$ cat src/rtl/hls_shared_adder_arbiter.sv
// hls_shared_adder_arbiter: round-robin arbiter sharing one pipelined adder among NREQ HLSM controllers.
// Each pipeline stage carries a one-hot tag (zero means bubble) and the sum, which holds across bubbles.
module hls_shared_adder_arbiter #(
    parameter int NREQ  = 4,
    parameter int WIDTH = 32,
    parameter int LAT   = 2
) (
    input  logic                  Clk,
    input  logic                  Rst,
    input  logic [NREQ-1:0]       Req,
    input  logic [NREQ*WIDTH-1:0] OpA,
    input  logic [NREQ*WIDTH-1:0] OpB,
    output logic [NREQ-1:0]       Gnt,
    output logic [NREQ-1:0]       RVal,
    output logic [WIDTH-1:0]      Result,
    output logic                  Busy,
    output logic [15:0]           IssueCnt
);
    localparam int PW = $clog2(NREQ);

    logic [PW-1:0]    ptr;
    logic [PW-1:0]    idx;
    logic [PW-1:0]    k;
    logic             hit;
    logic [WIDTH-1:0] a;
    logic [WIDTH-1:0] b;
    logic [NREQ-1:0]  t [LAT];
    logic [WIDTH-1:0] s [LAT];

    // Scan descending offsets so the lowest offset from ptr wins.
    always_comb begin
        hit = 1'b0;
        k   = '0;
        idx = '0;
        for (int i = NREQ-1; i >= 0; i--) begin
            idx = PW'((int'(ptr) + i) % NREQ);
            if (Req[idx]) begin
                hit = 1'b1;
                k   = idx;
            end
        end
        Gnt = (hit && !Rst) ? (NREQ'(1) << k) : '0;
    end

    assign a = OpA[int'(k)*WIDTH +: WIDTH];
    assign b = OpB[int'(k)*WIDTH +: WIDTH];

    always_ff @(posedge Clk) begin
        if (Rst) begin
            ptr      <= '0;
            IssueCnt <= '0;
            for (int i = 0; i < LAT; i++) begin
                t[i] <= '0;
                s[i] <= '0;
            end
        end else begin
            t[0] <= Gnt;
            if (|Gnt) begin
                s[0]     <= a + b;
                ptr      <= (k == PW'(NREQ-1)) ? '0 : k + 1'b1;
                IssueCnt <= IssueCnt + 1'b1;
            end
            for (int i = 1; i < LAT; i++) begin
                t[i] <= t[i-1];
                if (|t[i-1])
                    s[i] <= s[i-1];
            end
        end
    end

    assign RVal   = t[LAT-1];
    assign Result = s[LAT-1];

    always_comb begin
        Busy = 1'b0;
        for (int i = 0; i < LAT; i++)
            Busy = Busy | (|t[i]);
    end
endmodule

$ cat config.mk
export PLATFORM = sky130hd
export DESIGN_NAME = hls_shared_adder_arbiter
export DESIGN_NICKNAME = d
export VERILOG_FILES = /design/src/rtl/hls_shared_adder_arbiter.sv
export SDC_FILE = /design/constraint.sdc
export NUM_CORES = 1
export LEC_CHECK = 0
export CAP_MARGIN = 10
export CELL_PAD_IN_SITES_DETAIL_PLACEMENT = 2
export CELL_PAD_IN_SITES_GLOBAL_PLACEMENT = 2
export CORE_UTILIZATION = 26
export CTS_BUF_LIST = sky130_fd_sc_hd__clkbuf_8
export DETAILED_ROUTE_END_ITERATION = 6
export GPL_TIMING_DRIVEN = 0
export PLACE_DENSITY_LB_ADDON = 0.1
export SLEW_MARGIN = 5
export SYNTH_ARGS = -nofsm -noshare
export SYNTH_HDL_FRONTEND = slang
export SYNTH_SLANG_ARGS = --single-unit
$ cat constraint.sdc
create_clock -name Clk -period 14.05 [get_ports Clk]
set_input_delay 4.215 -clock Clk [delete_from_list [all_inputs] [get_ports Clk]]
set_output_delay 4.215 -clock Clk [all_outputs]
set_load 0.02 [all_outputs]
==> results by group <==
Timing
  – Final setup violating endpoints: 0
  – Max-slew headroom: 0.437
  – Worst slew pin tran: between 0.8 and 0.9 ns
  – Fmax: roughly 84 MHz
  – Clock period minus worst slack: approximately 12 ns
  – RSZ-0062 raised after global routing: false
  – Hold WS: 0.465 ns
  – Setup Skew: ~0.012 ns
  – Crit share post-route: 0.846
  – Slew Limit Fails: 0
  – Setup TNS: 0 ns
  – Final hold vios: 0

Placement
  – HPWL Detailed: between 20 and 30 mm
  – Port bufs: ~320
  – Placed cell area: 11200 sq um
  – Final GP Congestion: 0.832

Floorplan
  – Die width: between 150 and 200 microns
  – Die area: 29600 sq um
  – Initial Util: 0.267
  – Die height: 172 microns
  – Core Box Area: 28100 sq um
  – Io pins: between 300 and 400
  – Rows: about 60

Worst setup path
  – Crit Path Category: in -> out
  – Critical-path maximum fanout: 11
  – Critical Path AT: roughly 7.7 ns
  – CP endpoint kind: output port
  – Setup crit start kind: primary input
  – CP required: 9.84 ns

Synthesis
  – Number of synthesized flops with an enable pin: 64
  – Top cells by area, synth: edfxtp_1 (26%), nand2_1 (14%), dfxtp_1 (6.9%)
  – Async SR Flop Fraction: 0
  – Mean Syn Cell Area: a little under 8 sq um
  – Mux cell area share after synthesis: 0.0148
  – Largest family of logic cells by synthesized area: simple AND/OR/NAND/NOR gates
  – Synth Area in Compound Gates: 0.168
  – Count leader, synth: nand2_1
  – Syn. warnings: 0
  – Synth Area in Simple Gates: 0.311
  – Syn nets: between 1000 and 1500
  – Yosys top cell area share: 0.256
  – Unique cell type count in the Yosys netlist: 71
  – Commonest cells in the netlist: nand2_1 (270), edfxtp_1 (64), a31oi_1 (63), and3_1 (63), nor2_1 (50)
  – Mapped Cells: between 900 and 1000
  – Synth Area in Adders: 0.0627
  – Mapped cell area: around 7500 sq um
  – Seq/Total Area, Yosys: 0.325
  – Leading area contributor after synthesis: edfxtp_1
  – Ys flop type: edfxtp_1
  – XOR/XNOR Fraction of Synth Area: 0.0397
  – Flops & latches, synth: 90

CTS
  – CTS tree: yes
  – # hold bufs at CTS: 0
  – H-tree depth: 3
  – Clock slew at reported path FFs: approximately 0.1 ns
  – Worst-Skew Late Latency: between 0.3 and 0.4 ns
  – CTS Sinks: 90
  – Inserted Clock Buffers: 9
  – Root Buffer: clkbuf_8
  – Post_cts resized: 0
  – CTS Buffer Depth: 2
  – # Post-CTS Setup Buffers: 0

Route
  – Post-route DRC: 0
  – Vias per Instance: ~4.8
  – Antenna viol nets, final: 0
  – Total routed wirelength: 31.9 mm
  – Via count: around 8100
  – DRT Pass-1 Iters: 4
  – Wire per inst: roughly 19 microns
  – Drt initial violations: 307

Cells and area
  – Multi-input logic area: roughly 4500 sq um
  – Synthesis-to-layout area growth: 51.9%
  – Nets: 1600
  – Register area: 2440 sq um
  – Fin area: roughly 11000 sq um
  – Fill cell count: 3282
  – N_diodes: 0
  – Share of layout cells above drive strength 1: 0.0628

Hold path
  – Hold Crit Class: reg -> reg

Pwr
  – Clock share of power: 0.090
  – LEAKAGE: ~4.7 nW
  – Pint: 0.00126 W
  – Sw Share: 0.487
  – Net Sw Power: around 0.0012 W
  – Peak VDD IR: 0.0615 mV
  – Combinational fraction of design power: 0.719
  – Pwr Total: 0.00245 W
  – Register share of total power: 0.191
  – PD cells: 215 nW/um^2

Run
  – Maximum Capacitance Violations: 0

Status
  – Status: finished, final reports clean

Global route
  – Largest net degree at the start of global routing: 34
  – First-pass GRT wire length: slightly below 50 mm
  – Total Routing Usage GR: 0.214
  – Grt ovf: 0
  – Vias in the first global route: between 8000 and 9000
  – Initial antenna violation count: 0
[state kept, by name, summed over array words and instances (netlist names)]
| register | cells |
|---|---|
| ptr | 2 |
| IssueCnt | 16 |
| s | 64 |
| t | 8 |
[power groups by stage]
| stage | combinational [W] | clock (W) | sequential [W] |
|---|---|---|---|
| 2_1_floorplan | 0.00115 | 0 | 0.000462 |
| 3_3_place_gp | 0.00172 | 0 | 0.000468 |
| 3_5_place_dp | 0.00178 | 0 | 0.000477 |
| 4_1_cts | 0.00179 | 0.000225 | 0.000471 |
| 5_1_grt | 0.00195 | 0.000233 | 0.000478 |
| 6_report | 0.00177 | 0.000220 | 0.000469 |
[worst paths after layout]
kind	slack [ns]	end	depth (start not counted)	startpoint
worst max-delay path	2.16	Gnt[2]	10	Req[1]
worst min-delay path	0.46	t[0][6]	1	t[0][2]
worst max register to register	8.61	s[0][30]	17	ptr[0]
worst min register to register	0.46	t[0][6]	1	t[0][2]
[critical path: stages]
cell,delay (ns)
clkdlybuf4s50_1,0.56
inv_1,0.06
a211o_1,0.28
a21oi_1,0.23
clkbuf_1,0.61
inv_2,0.29
clkbuf_1,0.36
ha_1,0.34
and2_1,0.16
clkdlybuf4s50_1,0.54
[placed cells by master (no fill, tap or decap), drive strengths merged, types with 23 or more instances in the layout]
| master | synthesis | layout |
|---|---|---|
| clkdlybuf4s50 | 0 | 317 |
| nand2 | 270 | 270 |
| edfxtp | 64 | 64 |
| and3 | 64 | 64 |
| a31oi | 64 | 64 |
| buf | 54 | 54 |
| clkbuf | 41 | 51 |
| nor2 | 50 | 50 |
| and2 | 45 | 45 |
| ha | 36 | 36 |
| a21oi | 31 | 31 |
| dfxtp | 26 | 26 |
| o21ai | 23 | 23 |
[final cells by class]
type / instances / area share
inverter: 21 / 0.00691
clock buffer: 10 / 0.0121
multi-input combinational: 767 / 0.393
buffer: 95 / 0.0445
clock inverter: 6 / 0.00977
timing repair buffer: 317 / 0.278
sequential: 90 / 0.214
tap: 378 / 0.0415
[through the flow]
| stage | std cells | utilization | setup slack, ns |
|---|---|---|---|
| final | 1684 | 0.406 | 2.16 |
| after global routing | 1684 | 0.406 | 1.90 |
| after CTS | 1684 | 0.406 | 1.96 |
| after detailed placement | 1668 | 0.397 | 1.98 |
| after global placement | 1668 | 0.397 | 2.02 |
| after floorplan | 973 | - | 4.03 |
[logic make-up after synthesis]
| group | Yosys count |
|---|---|
| mux | 11 |
| xor+xnor | 34 |
| flops | 90 |
| simple gates | 502 |
| compound gates | 183 |
| buf+inv | 116 |
| fa+ha+maj | 37 |
[metal layers]
layer  track usage  up-vias  share of wire
met5             0        -              0
met4        0.0342        0         0.0073
met3        0.0259       13          0.047
met2         0.384      212           0.49
met1         0.276     3874           0.45
li1              -     4030              -
No activity file was read; power rests on OpenSTA's default activity.
